**src/rtl/uart_tx_buffered_if.sv**
```systemverilog
// rtl/uart_tx_buffered_if.sv - write-side bus of the buffered UART transmitter
//
// Signals:
//   wr_en    producer -> tx   push wr_data into the FIFO this cycle
//   wr_data  producer -> tx   byte to transmit
//   full     tx -> producer   FIFO holds 2^FIFO_AW bytes
//   empty    tx -> producer   FIFO holds 0 bytes
//   level    tx -> producer   FIFO occupancy, 0..2^FIFO_AW
//   overflow tx -> producer   one-cycle pulse: a write was dropped because full
// Modports: master = byte producer, slave = uart_tx_buffered.

interface uart_tx_buffered_if #(
    parameter int FIFO_AW = 4
) ();
    logic               wr_en;
    logic [7:0]         wr_data;
    logic               full;
    logic               empty;
    logic [FIFO_AW:0]   level;
    logic               overflow;

    modport master (
        output wr_en, wr_data,
        input  full, empty, level, overflow
    );

    modport slave (
        input  wr_en, wr_data,
        output full, empty, level, overflow
    );
endinterface

```
**src/rtl/uart_tx_buffered.sv**
```systemverilog
// rtl/uart_tx_buffered.sv - buffered 8N1 UART transmitter with byte FIFO
//
// Ports:
//   clk      system clock, all logic on the rising edge
//   rst      synchronous reset, active high
//   wr       uart_tx_buffered_if.slave: wr_en/wr_data in, full/empty/level/overflow out
//   busy     high while a frame is on the line (START..STOP), continuous across
//            back-to-back frames
//   tx_done  one-cycle pulse on the last clock of each stop bit
//   TXD      serial line, idle high, LSB first
// Parameters:
//   BAUD_SET_COUNTER  clocks per bit, 2..65535
//   FIFO_AW           FIFO address width, depth = 2^FIFO_AW
// Build option:
//   UART_TX_PARITY_EN  when defined, an even-parity bit is sent between the
//                      data bits and the stop bit (11 bit times per frame).

module uart_tx_buffered #(
    parameter int BAUD_SET_COUNTER = 10416,
    parameter int FIFO_AW          = 4
) (
    input  logic              clk,
    input  logic              rst,
    uart_tx_buffered_if.slave wr,
    output logic              busy,
    output logic              tx_done,
    output logic              TXD
);
    localparam int               DEPTH     = 1 << FIFO_AW;
    localparam logic [FIFO_AW:0] LEVEL_MAX = (FIFO_AW + 1)'(DEPTH);
    localparam logic [15:0]      BAUD_LAST = 16'(BAUD_SET_COUNTER - 1);
    // tx_done is registered, so it is set one clock before the stop bit ends
    localparam logic [15:0]      DONE_AT   = 16'(BAUD_SET_COUNTER - 2);

`ifdef UART_TX_PARITY_EN
    typedef enum logic [2:0] {IDLE, START, DATA, PARITY, STOP} state_t;
`else
    typedef enum logic [2:0] {IDLE, START, DATA, STOP} state_t;
`endif

    logic [7:0]         mem [DEPTH];
    logic [FIFO_AW-1:0] wr_ptr;
    logic [FIFO_AW-1:0] rd_ptr;
    logic [FIFO_AW:0]   level_q;
    logic               overflow_q;
    logic [7:0]         head;
    logic               push;
    logic               pop;

    state_t             state;
    logic [15:0]        baud_cnt;
    logic [2:0]         bit_idx;
    logic [7:0]         shift;
    logic               bit_end;
`ifdef UART_TX_PARITY_EN
    logic               parity;
`endif

    assign wr.full     = (level_q == LEVEL_MAX);
    assign wr.empty    = (level_q == '0);
    assign wr.level    = level_q;
    assign wr.overflow = overflow_q;

    assign head    = mem[rd_ptr];
    assign bit_end = (baud_cnt == BAUD_LAST);
    // full comes from the registered level, so a write while full is dropped
    // even when a pop happens on the same edge
    assign push    = wr.wr_en && !wr.full;
    assign pop     = !wr.empty && ((state == IDLE) || ((state == STOP) && bit_end));

    // FIFO pointers and occupancy
    always_ff @(posedge clk) begin
        if (rst) begin
            wr_ptr     <= '0;
            rd_ptr     <= '0;
            level_q    <= '0;
            overflow_q <= 1'b0;
        end else begin
            overflow_q <= wr.wr_en && wr.full;
            if (push) wr_ptr <= wr_ptr + 1'b1;
            if (pop)  rd_ptr <= rd_ptr + 1'b1;
            case ({push, pop})
                2'b10:   level_q <= level_q + 1'b1;
                2'b01:   level_q <= level_q - 1'b1;
                default: level_q <= level_q;
            endcase
        end
    end

    // Storage has no reset; only locations between the pointers are ever read
    always_ff @(posedge clk) begin
        if (push) mem[wr_ptr] <= wr.wr_data;
    end

    // Frame sequencer; TXD/busy/tx_done are driven one edge ahead so the line
    // level always matches the state being entered
    always_ff @(posedge clk) begin
        if (rst) begin
            state    <= IDLE;
            baud_cnt <= '0;
            bit_idx  <= '0;
            shift    <= '0;
            TXD      <= 1'b1;
            busy     <= 1'b0;
            tx_done  <= 1'b0;
`ifdef UART_TX_PARITY_EN
            parity   <= 1'b0;
`endif
        end else begin
            tx_done  <= (state == STOP) && (baud_cnt == DONE_AT);
            baud_cnt <= bit_end ? '0 : baud_cnt + 1'b1;
            case (state)
                IDLE: begin
                    baud_cnt <= '0;
                    bit_idx  <= '0;
                    TXD      <= 1'b1;
                    busy     <= 1'b0;
                    if (pop) begin
                        shift  <= head;
`ifdef UART_TX_PARITY_EN
                        parity <= ^head;
`endif
                        state  <= START;
                        TXD    <= 1'b0;
                        busy   <= 1'b1;
                    end
                end
                START: begin
                    if (bit_end) begin
                        state   <= DATA;
                        bit_idx <= '0;
                        TXD     <= shift[0];
                    end
                end
                DATA: begin
                    if (bit_end) begin
                        if (bit_idx == 3'd7) begin
`ifdef UART_TX_PARITY_EN
                            state <= PARITY;
                            TXD   <= parity;
`else
                            state <= STOP;
                            TXD   <= 1'b1;
`endif
                        end else begin
                            shift   <= shift >> 1;
                            TXD     <= shift[1];
                            bit_idx <= bit_idx + 1'b1;
                        end
                    end
                end
`ifdef UART_TX_PARITY_EN
                PARITY: begin
                    if (bit_end) begin
                        state <= STOP;
                        TXD   <= 1'b1;
                    end
                end
`endif
                STOP: begin
                    if (bit_end) begin
                        if (pop) begin
                            // next byte starts with no idle gap, busy stays high
                            shift  <= head;
`ifdef UART_TX_PARITY_EN
                            parity <= ^head;
`endif
                            state  <= START;
                            TXD    <= 1'b0;
                        end else begin
                            state <= IDLE;
                            busy  <= 1'b0;
                        end
                    end
                end
                default: begin
                    state <= IDLE;
                    TXD   <= 1'b1;
                    busy  <= 1'b0;
                end
            endcase
        end
    end
endmodule

```
**src/flat_wrapper.sv**
```systemverilog
// flat-port wrapper written by rule: the top's interface ports become plain ports
module uart_tx_buffered_flat 
#(
    parameter int BAUD_SET_COUNTER = 10416,
    parameter int FIFO_AW          = 4
)
  (clk, rst, busy, tx_done, TXD, wr_wr_en, wr_wr_data, wr_full, wr_empty, wr_level, wr_overflow);
  uart_tx_buffered_if #(.FIFO_AW(FIFO_AW)) wr_i ();
  input  logic clk;
  input  logic rst;
  output logic busy;
  output logic tx_done;
  output logic TXD;
  input wire logic [$bits(wr_i.wr_en)-1:0] wr_wr_en;
  input wire logic [$bits(wr_i.wr_data)-1:0] wr_wr_data;
  output wire logic [$bits(wr_i.full)-1:0] wr_full;
  output wire logic [$bits(wr_i.empty)-1:0] wr_empty;
  output wire logic [$bits(wr_i.level)-1:0] wr_level;
  output wire logic [$bits(wr_i.overflow)-1:0] wr_overflow;
  assign wr_i.wr_en = wr_wr_en;
  assign wr_i.wr_data = wr_wr_data;
  assign wr_full = wr_i.full;
  assign wr_empty = wr_i.empty;
  assign wr_level = wr_i.level;
  assign wr_overflow = wr_i.overflow;
  uart_tx_buffered #(.BAUD_SET_COUNTER(BAUD_SET_COUNTER), .FIFO_AW(FIFO_AW)) u_core (.clk(clk), .rst(rst), .wr(wr_i), .busy(busy), .tx_done(tx_done), .TXD(TXD));
endmodule
```
**config.mk**
```make
export PLATFORM = sky130hd
export DESIGN_NAME = uart_tx_buffered_flat
export DESIGN_NICKNAME = d
export VERILOG_FILES = /design/src/rtl/uart_tx_buffered_if.sv /design/src/rtl/uart_tx_buffered.sv /design/src/flat_wrapper.sv
export SDC_FILE = /design/constraint.sdc
export NUM_CORES = 1
export LEC_CHECK = 0
export CAP_MARGIN = 5
export CORE_ASPECT_RATIO = 0.6
export CORE_MARGIN = 10
export CORE_UTILIZATION = 65
export CTS_BUF_LIST = sky130_fd_sc_hd__clkbuf_2 sky130_fd_sc_hd__clkbuf_4 sky130_fd_sc_hd__clkbuf_8
export CTS_CLUSTER_SIZE = 40
export DETAILED_ROUTE_END_ITERATION = 10
export PLACE_DENSITY_LB_ADDON = 0.15
export SLEW_MARGIN = 20
export SYNTH_ARGS = -nofsm -noshare
export SYNTH_HDL_FRONTEND = slang
export SYNTH_SLANG_ARGS = --single-unit
```
**constraint.sdc**
```tcl
create_clock -name clk -period 8.6 [get_ports clk]
set_input_delay 0.86 -clock clk [delete_from_list [all_inputs] [get_ports clk]]
set_output_delay 0.86 -clock clk [all_outputs]
set_load 0.1 [all_outputs]
```
* Yosys cells after proc, flatten, opt, wreduce, memory -nomap -nowiden
Memory sizes are Yosys's and may differ from the RTL's. A register that Yosys moved wholly into a read port is not among the register bits.
Cells that the tools add are included.
** Word-level totals
- Input port bits :: 11
- Word-level logic and storage cells :: 88
- Memory bits (writable) :: 128
- Register bits after elaboration :: 47
- Output and inout bits :: 11
- Memories :: 1
** Memory list
- u_core.mem :: depth 16, bits a word 8, read ports 1, clocked after Yosys merged registers in 1, write ports 1, line uart_tx_buffered.sv:41 : logic [7:0] mem [DEPTH];
** Operators by class
- Bitwise gates (word level) :: 1
- Muxes and demuxes :: 32
- Reduce and logical (&&, ||, !) cells :: 20
- Equality and inequality tests :: 17
- Add/subtract/negate cells :: 6
** Operators with widths (count)
- equality test 16 x 14 -> 1 bit (second input constant) :: 2
- 2-to-1 mux 8 bit :: 4
- 2-to-1 mux 3 bit :: 8
- one-hot mux 8 bit (3 select lines) :: 1
- adder 16 x 1 -> 16 bit (second input constant) :: 1
- 2-to-1 mux 1 bit :: 12
- inequality test 2 x 1 -> 1 bit (second input constant) :: 6
- one-hot mux 3 bit (4 select lines) :: 1
- AND reduction 4 bit :: 3
- one-hot mux 5 bit (2 select lines) :: 1
- one-hot mux 3 bit (3 select lines) :: 1
- adder 4 x 1 -> 4 bit (second input constant) :: 2
- 2-to-1 mux 4 bit :: 2
- equality test 3 x 2 -> 1 bit (second input constant) :: 2
- nonzero test 3 bit :: 2
- adder 5 x 1 -> 5 bit (second input constant) :: 1
- equality test 5 bit (second input constant) :: 1
- logical AND 1 bit :: 5
- logical NOT 5 bit :: 1
- AND reduction 5 bit :: 1
- subtractor 5 x 1 -> 5 bit (second input constant) :: 1
- inequality test 2 bit (second input constant) :: 2
- one-hot mux 1 bit (4 select lines) :: 1
- adder 3 x 1 -> 3 bit (second input constant) :: 1
- other kinds (13) :: 14

* Longest topological paths before layout
Gate-level depths: netlist of the first run.
- Word-level depth :: 7
- Mapped depth :: 15
- Gate-level depth less buffers :: 13

* Least setup slack after synthesis of the first run
OpenSTA, ideal clock, no wires.
- Kind :: reg2reg
- Start point :: register u_core.level_q[1] (netlist: u_core.wr.level[1])
- End point :: register u_core.level_q[4] (netlist: u_core.wr.level[4])
- Path buffers :: 3
- Path slack :: 4.790 ns
- Arrival time :: 3.739 ns
- Library setup time :: 0.070 ns
- Data required time :: 8.530 ns
- Cell stages (with the launch flop) :: 16
- Cell sequence :: dfxtp_1 buf_2 nor4_2 nand2b_1 inv_1 buf_2 nor2_1 ha_1 buf_2 xor2_1 ha_1 nand2b_1 a21boi_0 o21a_1 or4_1 a21oi_1
** On the way
- Longest elaborated chain between the ends :: 5
- Elaborated cells on any way between the ends :: 12
- Classes of those cells :: 2 x add/sub; 3 x eq/ne; 1 x mux; 6 x reduce/logical
** Ends and longest elaborated chain
- from (decl) :: line uart_tx_buffered.sv:44 : logic [FIFO_AW:0] level_q;
- from (signal assigned) :: line uart_tx_buffered.sv:83 : 2'b10: level_q <= level_q + 1'b1;
- from (signal assigned) :: line uart_tx_buffered.sv:84 : 2'b01: level_q <= level_q - 1'b1;
- from (signal assigned) :: line uart_tx_buffered.sv:85 : default: level_q <= level_q;
- logical NOT 5 bit * :: line uart_tx_buffered.sv:60 : assign wr.empty = (level_q == '0);
- via wr_empty :: line flat_wrapper.sv:17 : output wire logic [$bits(wr_i.empty)-1:0] wr_empty;
- logical NOT 1 bit * :: line uart_tx_buffered.sv:69 : assign pop = !wr.empty && ((state == IDLE) || ((state == STOP) && bit_end));
- logical AND 1 bit * :: line uart_tx_buffered.sv:69
- equality test 2 x 1 -> 1 bit or equality test 2 bit (tied branches) :: line uart_tx_buffered.sv:82 : case ({push, pop})
- one-hot mux 5 bit (2 select lines) or nonzero test 2 bit (tied branches)
Mark *: on every way through the listed nets, which the timed path passes. The rest lies on a longest branch.
A chain may end at the register's enable or synchronous reset.

* Final worst setup path of the first run
- Start point :: register u_core.level_q[1] (netlist: u_core.wr.level[1])
- End point :: output port wr_empty
** On the way
- Longest elaborated chain between the ends :: 1
** Ends and longest elaborated chain (line)
- logical NOT 5 bit :: uart_tx_buffered.sv:60
- to (decl) :: flat_wrapper.sv:17
Every way passes these cells.

==> impl_metrics.csv, run 1 <==
group,metric,value,unit
logic_synthesis,ys_seq_area_share,64.8,%
logic_synthesis,syn_inst,516,
worst_hold_path,hold_class,"reg -> reg",
die,die_h,103,µm
sta,hold_violations,0,
die,die_area,16300,µm²
clocking,cts_hold_buf,0,
die,ios,22,
place,placed_cell_area,7780,µm²
setup_path,end_kind,"primary output",
place,io_buffers,21,
final_layout,syn_to_final_growth,10.1,%
clocking,clk_pin_slew,0.10,ns
logic_synthesis,synth_cell_types,54,
logic_synthesis,syn_area,7480,µm²
logic_synthesis,synth_seq_cells,178,
clocking,post_cts_buffers,0,
setup_path,path_class,"reg -> out",
logic_synthesis,syn_nets,544,
clocking,htree_levels,4,
die,std_cell_rows,30,
sta,post-route-period-util,46.6,%
worst_hold_path,hold_start,"u_core.shift[2]",
logic_synthesis,synthFlopType,"edfxtp_1",
die,core_area,11300,µm²
setup_path,path_delay_family,"buffers and inverters",
worst_hold_path,min_path_cells,2,
sta,finClkSkew,0.0126,ns
sta,min_period,4.01,ns
power,leakagePower,0.00269,µW
detailed_routing,via_per_inst,6.24,
detailed_routing,vias,4317,
clocking,cts_root_buf,"clkbuf_8",
power,finalPower,2470,µW
final_layout,num-nets-final,563,
clocking,clock_sinks,178,
setup_path,reg2reg_depth,11,
die,start_util,66.4,%
logic_synthesis,synth_warnings,0,
grt,grt_pass1_wl,23.0,mm
clocking,clock_latency,0.46,ns
logic_synthesis,asyncSetResetFlopFracSynth,0,%
sta,slew_headroom,27.9,%
die,dieWidth,158,µm
sta,rsz0062_at_grt,"false",
grt,grt_remaining_overflow,0,
clocking,cts_buffers,17,
setup_path,r2r_end,"u_core.wr.level[3]",
logic_synthesis,synth_edf_count,128,
final_layout,finish.instance_area,8230,µm²
final_layout,fin_cells,692,
detailed_routing,wl_per_cell,21.0,µm
setup_path,critical_path_buf_inv_count,2,
detailed_routing,ant_nets,0,
setup_path,crit_slowest_cell,"clkdlybuf4s50_1",
setup_path,rrSetupSlack,5.19,ns
place,dp_cells,660,
worst_hold_path,min_to,"u_core.shift[2]",
setup_path,crit_required,7.74,ns
detailed_routing,drc_errors,0,
sta,fmax,249,MHz
grt,grt_usage,18.8,%
setup_path,timing.rr.start,"u_core.baud_cnt[0]",
setup_path,cp_cell_sequence,"nor4_2 > nand2b_1 > inv_1 > clkdlybuf4s50_1",
place,gp_congestion,0.852,
grt,grt_pass1_vias,4306,
detailed_routing,drtPass1Iterations,5,
clocking,cts_buffer_depth,2,
grt,antenna_found_initial,0,
final_layout,final_layout_size_suffix_gt1_share,14.8,%
power,powerDensity,300,nW/µm²
detailed_routing,drt_wl_total,14.5,mm
final_layout,multiInputGateArea,2440,µm²
clocking,cts_resized,0,
setup_path,cp-start-kind,"flop",
sta,setup_viol,0,
setup_path,path_max_fanout,13,
clocking,cts_tree,"built",
setup_path,worstSetupStartpoint,"u_core.wr.level[1]",
power,ir_worst_vdd,154,µV
setup_path,cp.arrival,3.15,ns
final_layout,antennaDiodeCount,0,
final_layout,ff_latch_area,4850,µm²
run_status,status,"finished clean",
job,maxCapViolations,0,
place,hpwl,9.55,mm
sta,setup-tns-final,0,ns
sta,worst_pin_slew,1.08,ns
sta,slew_viol_final,0,
grt,grt_max_degree,30,
logic_synthesis,synth.avg_cell_area,14.5,µm²
setup_path,slowest_delay,1.22,ns
final_layout,fillers,696,
detailed_routing,first_iter_violations,471,
[how the worst max path moves through the flow]
stage	to	slack, ns	cells past startpoint
floorplan	u_core.wr.level[4]	4.79	15
global placement	u_core.wr.level[4]	4.91	11
detailed placement	u_core.wr.level[4]	4.83	11
CTS	wr_empty	4.62	4
global route	wr_empty	4.45	4
finish	wr_empty	4.59	4
[layout by cell type, fill, tap and decap left out, types with 10 or more instances in the layout]
cell / instances
nor3_1: 13
clkdlybuf4s50_1: 21
mux2i_1: 13
clkbuf_8: 17
nand3_1: 13
o22ai_1: 10
xor2_1: 14
edfxtp_1: 128
nor2_1: 52
inv_1: 18
ha_1: 17
mux4_2: 32
o21ai_0: 16
dfxtp_1: 49
nand2_1: 19
a21oi_1: 20
[synth_stat cells, types with 2 or more instances]
master    count  area, µm²
clkbuf_1     12       45.0
mux4_2       32        721
edfxtp_1    128       3840
nand4_1       3       18.8
or3_1         5       31.3
nand3b_1      2       15.0
buf_2         8       40.0
ha_1         17        213
inv_1        18       67.6
nand2_1      19       71.3
mux2i_1      13        130
and3_1        4       25.0
dfxtp_1      50       1000
xnor2_1       6       52.6
a221oi_1      2       17.5
o21ai_0      16       80.1
nor4b_4       2       47.6
buf_4         3       22.5
a21oi_1      20        100
nor2b_1       4       25.0
nor2_1       52        195
a211oi_1      7       52.6
o31ai_1       3       22.5
nor3_1       13       65.1
or4_1         4       30.0
a21boi_0      3       22.5
or2_2         3       18.8
nand3_1      13       65.1
o22ai_1      10       62.6
xor2_1       14        123
nand2b_1      7       43.8
[per-layer routing]
metal / vias up / track usage, % / wire length (µm)
li1: 1991 / - / -
met1: 2159 / 27.8 / 6760
met2: 146 / 27.3 / 6510
met3: 21 / 4.04 / 1050
met4: 0 / 6.45 / 184
met5: - / 0 / 0
[sequential cells by signal, summed over array words and instances (netlist names), 2 cells and up, named ones only]
signal / count
u_core.baud_cnt: 16
u_core.shift: 8
u_core.mem: 128
u_core.rd_ptr: 4
u_core.wr.level: 5
u_core.bit_idx: 3
u_core.wr_ptr: 4
u_core.state: 2
[kinds of logic after synthesis]
| logic type | count (synthesis) | synth area share [%] |
|---|---|---|
| adders and majority gates | 17 | 2.84 |
| AOI/OAI and AO/OA | 73 | 6.37 |
| xor gates and xnor gates | 20 | 2.34 |
| and+or+nand+nor | 137 | 9.48 |
| buffers and inverters | 45 | 2.66 |
| DFF | 178 | 64.8 |
| muxes | 46 | 11.5 |
[stage by stage]
| stage | util, % | worst slack (ns) | hold WS, ns |
|---|---|---|---|
| after floorplan | - | 4.79 | 0.430 |
| after global routing | 73.1 | 4.45 | 0.513 |
| after detailed placement | 69.1 | 4.83 | 0.466 |
| final | 73.1 | 4.59 | 0.478 |
| after global placement | 69.1 | 4.91 | 0.460 |
| after CTS | 73.1 | 4.62 | 0.480 |
[worst reg2reg max path, delay by kind of cell (launching register included)]
family,cells,cell delay (ns)
AND/OR/NAND/NOR,6,1.76
AO/OA/AOI/OAI,3,0.57
adder cells (fa/ha/maj),2,0.59
flip-flops,1,0.43
[layout make-up]
| cell class | instances | area share [%] |
|---|---|---|
| clock inverter | 15 | 2.63 |
| timing repair buffer | 26 | 3.01 |
| multi-input combinational | 293 | 29.6 |
| sequential | 178 | 58.9 |
| inverter | 19 | 0.866 |
| clock buffer | 17 | 2.84 |
| tap | 144 | 2.19 |
[power breakdown]
group,total [µW],switching [µW],internal (µW)
clock network,643,317,326
logic,760,460,300
registers,1070,84.9,982
Power figures use the tool's default switching activity.
==> inputs of run 2 (changes only) <==
--- a/config.mk
+++ b/config.mk
@@ -8,7 +8,7 @@
 export CAP_MARGIN = 5
 export CORE_ASPECT_RATIO = 0.6
 export CORE_MARGIN = 10
-export CORE_UTILIZATION = 65
+export CORE_UTILIZATION = 64
 export CTS_BUF_LIST = sky130_fd_sc_hd__clkbuf_2 sky130_fd_sc_hd__clkbuf_4 sky130_fd_sc_hd__clkbuf_8
 export CTS_CLUSTER_SIZE = 40
 export DETAILED_ROUTE_END_ITERATION = 10
==> constraint.sdc (replaced) <==
create_clock -name clk -period 3.7 [get_ports clk]
set_input_delay 0.37 -clock clk [delete_from_list [all_inputs] [get_ports clk]]
set_output_delay 0.37 -clock clk [all_outputs]
set_load 0.1 [all_outputs]
==> run 2 against run 1 <==
Compared with the run above: final cell count increased by 3.5%; non-clock buffer count increased by 8; critical path depth increased by 9; combinational power increased by 140%; critical path type is now reg -> reg; largest cell class unchanged.
==> impl_metrics.csv, run 2 (synthesized netlist as in run 1, its figures left out) <==
group,metric,value,unit
run_status,status,"finished clean",
grt,grt_remaining_overflow,0,
detailed_routing,drtPass1Iterations,5,
setup_path,cp-start-kind,"flop",
power,powerDensity,677,nW/µm²
setup_path,critical_path_buf_inv_count,0,
sta,slew_headroom,30.9,%
die,std_cell_rows,30,
setup_path,crit_cells,13,
clocking,cts_hold_buf,0,
clocking,cts_buffers,17,
detailed_routing,wl_per_cell,20.6,µm
clocking,htree_levels,4,
final_layout,final_layout_size_suffix_gt1_share,16.5,%
final_layout,final_cell_mix,"edfxtp_1 (128), nor2_1 (52), dfxtp_1 (49)",
die,die_h,104,µm
sta,worst_pin_slew,1.03,ns
setup_path,end_kind,"flop",
sta,fmax,298,MHz
clocking,clk_pin_slew,0.10,ns
setup_path,cp_cell_sequence,"ha_1 > and3_1 > and4_1 > a21oi_4 > nor2_1 > ha_1 > xor2_1 > ha_1 > nand2b_1 > a21boi_0 > o21a_1 > or4_1 > a21oi_1",
detailed_routing,vias,4361,
final_layout,syn_to_final_growth,10.4,%
die,die_area,16600,µm²
sta,setup_viol,0,
place,hpwl,10.2,mm
die,dieWidth,160,µm
setup_path,path_delay_family,"simple AND/OR/NAND/NOR gates",
power,ir_worst_vdd,365,µV
setup_path,worstSetupStartpoint,"u_core.baud_cnt[0]",
place,dp_cells,684,
power,leakagePower,0.00271,µW
setup_path,crit_slowest_cell,"or4_1",
final_layout,largest_reg_flops,128,
sta,setup-tns-final,0,ns
final_layout,antennaDiodeCount,0,
sta,finClkSkew,0.0150,ns
detailed_routing,drc_errors,0,
setup_path,crit_required,4.08,ns
setup_path,r2r_end,"u_core.wr.level[4]",
final_layout,num-nets-final,571,
die,ios,22,
setup_path,slowest_delay,0.47,ns
place,placed_cell_area,7860,µm²
final_layout,fillers,749,
detailed_routing,via_per_inst,6.09,
power,p_seq_share,43.4,%
clocking,clock_sinks,178,
clocking,clock_latency,0.46,ns
sta,slew_viol_final,0,
clocking,cts_resized,0,
grt,antenna_found_initial,0,
setup_path,cp.arrival,3.74,ns
grt,grt_pass1_vias,4228,
power,clkPwrFrac,23.6,%
setup_path,rrSetupSlack,0.34,ns
grt,grt_usage,18.2,%
clocking,cts_buffer_depth,2,
setup_path,reg2reg_depth,13,
clocking,cts_tree,"built",
final_layout,layout_commonest_cell,"edfxtp_1",
power,p_int,3560,µW
die,core_area,11400,µm²
power,combPwrFrac,33.0,%
place,gp_congestion,0.829,
sta,post-route-period-util,90.7,%
clocking,cts_root_buf,"clkbuf_8",
sta,min_period,3.36,ns
setup_path,path_max_fanout,9,
die,start_util,65.8,%
detailed_routing,drt_wl_total,14.7,mm
clocking,post_cts_buffers,0,
detailed_routing,first_iter_violations,468,
final_layout,top_regs,"u_core.mem (128), u_core.baud_cnt (16), u_core.shift (8)",
setup_path,path_class,"reg -> reg",
setup_path,cp_common_cell,"ha_1",
setup_path,crit_end,"u_core.wr.level[4]",
worst_hold_path,hold_class,"reg -> reg",
final_layout,finish.instance_area,8260,µm²
grt,grt_pass1_wl,23.6,mm
job,maxCapViolations,0,
grt,grt_max_degree,29,
sta,rsz0062_at_grt,"false",
place,io_buffers,21,
power,finalPower,5590,µW
setup_path,timing.rr.start,"u_core.baud_cnt[0]",
detailed_routing,ant_nets,0,
final_layout,top_register,"u_core.mem",
final_layout,fin_cells,716,
sta,hold_violations,0,
power,switching_share,36.3,%
power,switchingPower,2030,µW
## run 2: area by class of cell
class                   count  area [µm²]  share of cell area (%)
flip-flops and latches    178        4850                    58.7
multi-input cells         293        2440                    29.5
repair buffers             34         303                    3.67
clock buffers              17         234                    2.83
well taps                 160         200                    2.42
clock inverters            15         166                    2.02
inverters                  19        71.3                   0.864
## run 2: worst min path at each step
stage	to	from	slack (ns)	cells after the start
after floorplan	u_core.shift[6]	u_core.shift[6]	0.43	2
after global placement	u_core.shift[6]	u_core.shift[6]	0.45	2
after detailed placement	u_core.shift[4]	u_core.shift[4]	0.47	2
after CTS	u_core.shift[4]	u_core.shift[4]	0.48	2
after global routing	u_core.shift[5]	u_core.shift[5]	0.51	2
final	u_core.shift[4]	u_core.shift[4]	0.48	2
## run 2: per-stage QoR
step	hold WS, ns	worst slack [ns]	utilization, %
finish	0.480	0.345	72.6
global route	0.507	0.124	72.6
CTS	0.480	0.414	72.6
detailed placement	0.466	0.473	69.1
global placement	0.446	0.607	69.1
floorplan	0.430	0.0861	-
## run 2: worst min-delay path, stage by stage (launching register included)
cell     delay (ns)
dfxtp_1        0.32
inv_1          0.05
o22ai_1        0.07
## run 2: per-layer routing
metal  vias up  track usage (%)  share of wire [%]
met5         -                0                  0
met1      2174             27.7                 49
met3        19             3.99                6.5
met4         0             5.80                1.4
met2       157             25.2                 43
li1       2011                -                  -
## run 2: power groups by stage
stage                     sequential [µW]  clock (µW)  combinational [µW]
after global placement               2450           0                1790
after CTS                            2420        1340                1850
final                                2420        1320                1850
after floorplan                      2610           0                1280
after global routing                 2450        1420                1990
after detailed placement             2470           0                1830
==> edit 1, RTL diff (flow settings as in run 2) <==
One comparison of `baud_cnt` changes from == to >=.
--- a/src/rtl/uart_tx_buffered.sv
+++ b/src/rtl/uart_tx_buffered.sv
@@ -107,7 +107,7 @@
             parity   <= 1'b0;
 `endif
         end else begin
-            tx_done  <= (state == STOP) && (baud_cnt == DONE_AT);
+            tx_done  <= (state == STOP) && (baud_cnt >= DONE_AT);
             baud_cnt <= bit_end ? '0 : baud_cnt + 1'b1;
             case (state)
                 IDLE: begin
Formal check against the unedited RTL: no difference found for any inputs over 10 cycles, from zero or initial values and one cycle with rst high; that may be too few to reach the edited logic, so the function may still have changed.
==> edit 1 against run 2 <==
Hold slack lost 4.3 ps; routed wire length rose by 0.83%; synthesized area increased by 1.3%; die area increased by 1.1%; highest routed layer unchanged; cell area is 0.68% higher; non-clock buffer count shrank 2; setup slack lost 5.2 ps; largest power group unchanged; utilization hardly changed; total power decreased by 5.8%; sequential cell count stayed put; cell count is 0.14% lower.
==> edit 1: results (changes against run 2) <==
[status] run status completed
[sta] worst hold slack after final layout 475.7 ps [-4.251 ps]
[placement] detailed placement HPWL 10.01 mm [-1.8%]
[logic_synthesis] commonest cells in the synthesized netlist sky130_fd_sc_hd__edfxtp_1 (128), sky130_fd_sc_hd__dfxtp_1 (50), sky130_fd_sc_hd__nor2_1 (49)
[cells_and_area] area of combinational cells with multiple inputs 2540 µm² [+4.3%]
[sta] Worst Setup Slack, final 339.6 ps [-5.155 ps]
[drt] number of vias after detailed routing 4431 [+1.6%]
[cells_and_area] multi-input gate count 299 [+2.0%]
[cells_and_area] Layout Cell Area excl Fill 8313 µm² [+0.68%]
[global_routing] number of global-route vias before repair 4238 [+0.24%]
[logic_synthesis] number of nets in the synthesized netlist 546 [+0.37%]
[drt] total met2 wirelength after detailed routing 6.532 mm [+2.3%]
[placement] placed insts 683 [-0.15%]
[drt] WL per Instance 20.79 µm [+0.97%]
[global_routing] wire length of the first global-routing pass 23.36 mm [-0.94%]
[hold_path] hold-critical path endpoint u_core.baud_cnt[0]
[cells_and_area] Inverters excl. clock 14 [-5]
[placement] worst slack at placement 397.6 ps [-75.15 ps]
[critical_path] delay of the slowest cell on the worst path 350 ps [-120 ps]
[critical_path] Data arrival, critical path 3750 ps [about the same]
[global_routing] GRT Util Overall 0.1775 [-0.004109]
[logic_synthesis] synthesized area per cell 14.62 µm² [+0.88%]
[global_routing] GR Layer Usage met3 0.03874 [-0.001186]
[logic_synthesis] Synth area leaders sky130_fd_sc_hd__edfxtp_1 (51%), sky130_fd_sc_hd__dfxtp_1 (13%), sky130_fd_sc_hd__mux4_2 (9.5%)
[global_routing] grt met1 use 0.2725 [-0.004067]
[drt] Vias per Instance 6.197 [+1.7%]
[drt] wire length on met3 775 µm [-19%]
[cells_and_area] storage element area 4848 µm² [about the same]
[cells_and_area] share of final layout cell area taken by non-clock buffers 0.03492 [-0.001753]
[cells_and_area] Buffers, non-clock 32 [-5.9%]
[drt] initial drt markers 427 [-8.8%]
-- edit 1: changes by cell type after synthesis, moves of 4 or more --
| cell | run 2 | this run |
|---|---|---|
| sky130_fd_sc_hd__o22ai_1 | 10 | 3 |
| sky130_fd_sc_hd__nor4_1 | 1 | 6 |
| sky130_fd_sc_hd__a21oi_1 | 20 | 24 |
| sky130_fd_sc_hd__nand4_1 | 3 | 8 |
| sky130_fd_sc_hd__inv_1 | 18 | 14 |
| sky130_fd_sc_hd__a21oi_2 | 0 | 8 |
| sky130_fd_sc_hd__o31ai_1 | 3 | 10 |
| sky130_fd_sc_hd__nand3_1 | 13 | 8 |
| sky130_fd_sc_hd__a211oi_1 | 7 | 3 |
-- edit 1: power by group --
| part | switching [mW] | internal, mW |
|---|---|---|
| clock network | 0.746 | 0.553 |
| logic | 0.935 | 0.637 |
| registers | 0.135 | 2.26 |
| total | 1.82 | 3.45 |
==> edit 2, RTL diff (settings of run 2) <==
Without the edit above. Build with the macro `UART_TX_PARITY_EN` defined.
--- a/src/rtl/uart_tx_buffered.sv
+++ b/src/rtl/uart_tx_buffered.sv
@@ -14,6 +14,8 @@
 // Build option:
 //   UART_TX_PARITY_EN  when defined, an even-parity bit is sent between the
 //                      data bits and the stop bit (11 bit times per frame).
+
+`define UART_TX_PARITY_EN
 
 module uart_tx_buffered #(
     parameter int BAUD_SET_COUNTER = 10416,
Behaviour: no difference found for any inputs over 10 cycles, from zero or initial values and one cycle with rst high; that may be too few to reach the edited logic, so the function may still have changed.
==> edit 2 against run 2 <==
Sequential share of layout area is 0.87 points higher; global-route usage about the same; routed wire length is 3.5% lower; synthesized cell count decreased by 2.5%; total power decreased by 6.7%; cell area shrank 0.47%; combinational power down 17%; clock power decreased by 3%; sequential cell count increased by 2; synthesized area down 0.77%; setup slack worse by 33 ps; largest power group unchanged; highest routed layer unchanged.
==> edit 2: results (changes against run 2) <==
[hold_path] Hold Path Stages 1 [-1]
[sta] worst clock skew 16.26 ps [+1.295 ps]
[cells_and_area] fraction of layout instances using a drive strength above 1 0.1823 [+0.01685]
[global_routing] number of global-route vias before repair 4187 [-0.97%]
[status] run status completed
[hold_path] origin of the worst min-delay path u_core.baud_cnt[0]
[cells_and_area] number of inserted filler cells in the final layout 716 [-4.4%]
[global_routing] wire length of the first global-routing pass 22.85 mm [-3.1%]
[cells_and_area] # nets final 553 [-3.2%]
[global_routing] GR Layer Usage met3 0.04980 [+0.009881]
[global_routing] met2 track utilization from global routing 0.2674 [+0.01575]
[logic_synthesis] Synth area leaders sky130_fd_sc_hd__edfxtp_1 (52%), sky130_fd_sc_hd__dfxtp_1 (14%), sky130_fd_sc_hd__mux4_2 (9.7%)
[drt] Vias per Instance 6.001 [-1.5%]
[drt] drt first pass iters 5 [unchanged]
[cells_and_area] total inserted antenna cells 0 [unchanged]
[logic_synthesis] synthesized area per cell 14.76 µm² [+1.8%]
[critical_path] depth of the worst register-to-register path 12 [-1]
[global_routing] pin count of the biggest net entering global routing 36 [+24%]
[critical_path] largest fanout on the critical path 8 [-1]
[logic_synthesis] sequential cell area fraction in the yosys report 0.6581 [+0.01042]
[sta] worst hold slack after final layout 485.6 ps [+5.683 ps]
[pwr] sequential cell power 2.39 mW
[critical_path] Data arrival, critical path 3770 ps [+30 ps]
[drt] wire length on met3 1.109 mm [+16%]
[sta] Worst Max-Slew Pin Slew 990.5 ps [-42.00 ps]
[critical_path] Worst R2R Start u_core.baud_cnt[5]
[critical_path] R2R Setup Slk 310 ps [-30 ps]
[cells_and_area] area of combinational cells with multiple inputs 2400 µm² [-1.5%]
[pwr] switching portion of total power 0.3237 [-0.03952]
[global_routing] grt met1 use 0.2626 [-0.01399]
[drt] initial drt markers 395 [-16%]
[global_routing] GRT Util Overall 0.1816 [about the same]
[placement] detailed placement HPWL 9.641 mm [-5.4%]
[pwr] static leakage 2.766 nW [+2.1%]
[cells_and_area] final non-filler cell total 703 [-1.8%]
[drt] total met2 wirelength after detailed routing 6.264 mm [-1.9%]
[drt] WL per Instance 20.23 µm [-1.7%]
==> edit 2: kinds of logic after synthesis <==
kind of cell	synth area share
AO/OA/AOI/OAI	0.04720
XOR/XNOR	0.04012
adder cells (fa/ha/maj)	0.02023
buffers and inverters	0.01854
flip-flops	0.6581
multiplexers	0.1226
AND/OR/NAND/NOR	0.09322
==> edit 2: cell type report <==
class                           instances  area share
Multi-Input combinational cell        289      0.2920
Clock buffer                           18     0.02938
Clock inverter                         14     0.01629
Inverter                                9    0.004568
Sequential cell                       180      0.5956
Tap cell                              160     0.02436
Timing Repair Buffer                   33     0.03776
==> edit 2: worst max path at each step <==
stage / slack, ps / from / endpoint
floorplan: 120 / u_core.wr.level[2] / u_core.wr.level[4]
global placement: 490 / u_core.baud_cnt[5] / u_core.wr.level[4]
detailed placement: 350 / u_core.baud_cnt[5] / u_core.wr.level[4]
CTS: 320 / u_core.baud_cnt[5] / u_core.wr.level[4]
global route: 80 / u_core.baud_cnt[0] / u_core.wr.level[4]
finish: 310 / u_core.baud_cnt[5] / u_core.wr.level[4]
==> edit 2: worst max-delay path, stage by stage (launching register included) <==
cell and delay (ps):
sky130_fd_sc_hd__dfxtp_1 440, sky130_fd_sc_hd__or4b_4 540, sky130_fd_sc_hd__nor4_4 350, sky130_fd_sc_hd__nor2b_2 110, sky130_fd_sc_hd__nor3_4 210, sky130_fd_sc_hd__ha_1 390
sky130_fd_sc_hd__xor2_1 130, sky130_fd_sc_hd__ha_1 200, sky130_fd_sc_hd__a31oi_1 220, sky130_fd_sc_hd__o21ai_1 120, sky130_fd_sc_hd__xnor2_1 140, sky130_fd_sc_hd__or3_1 310
sky130_fd_sc_hd__a21oi_1 140
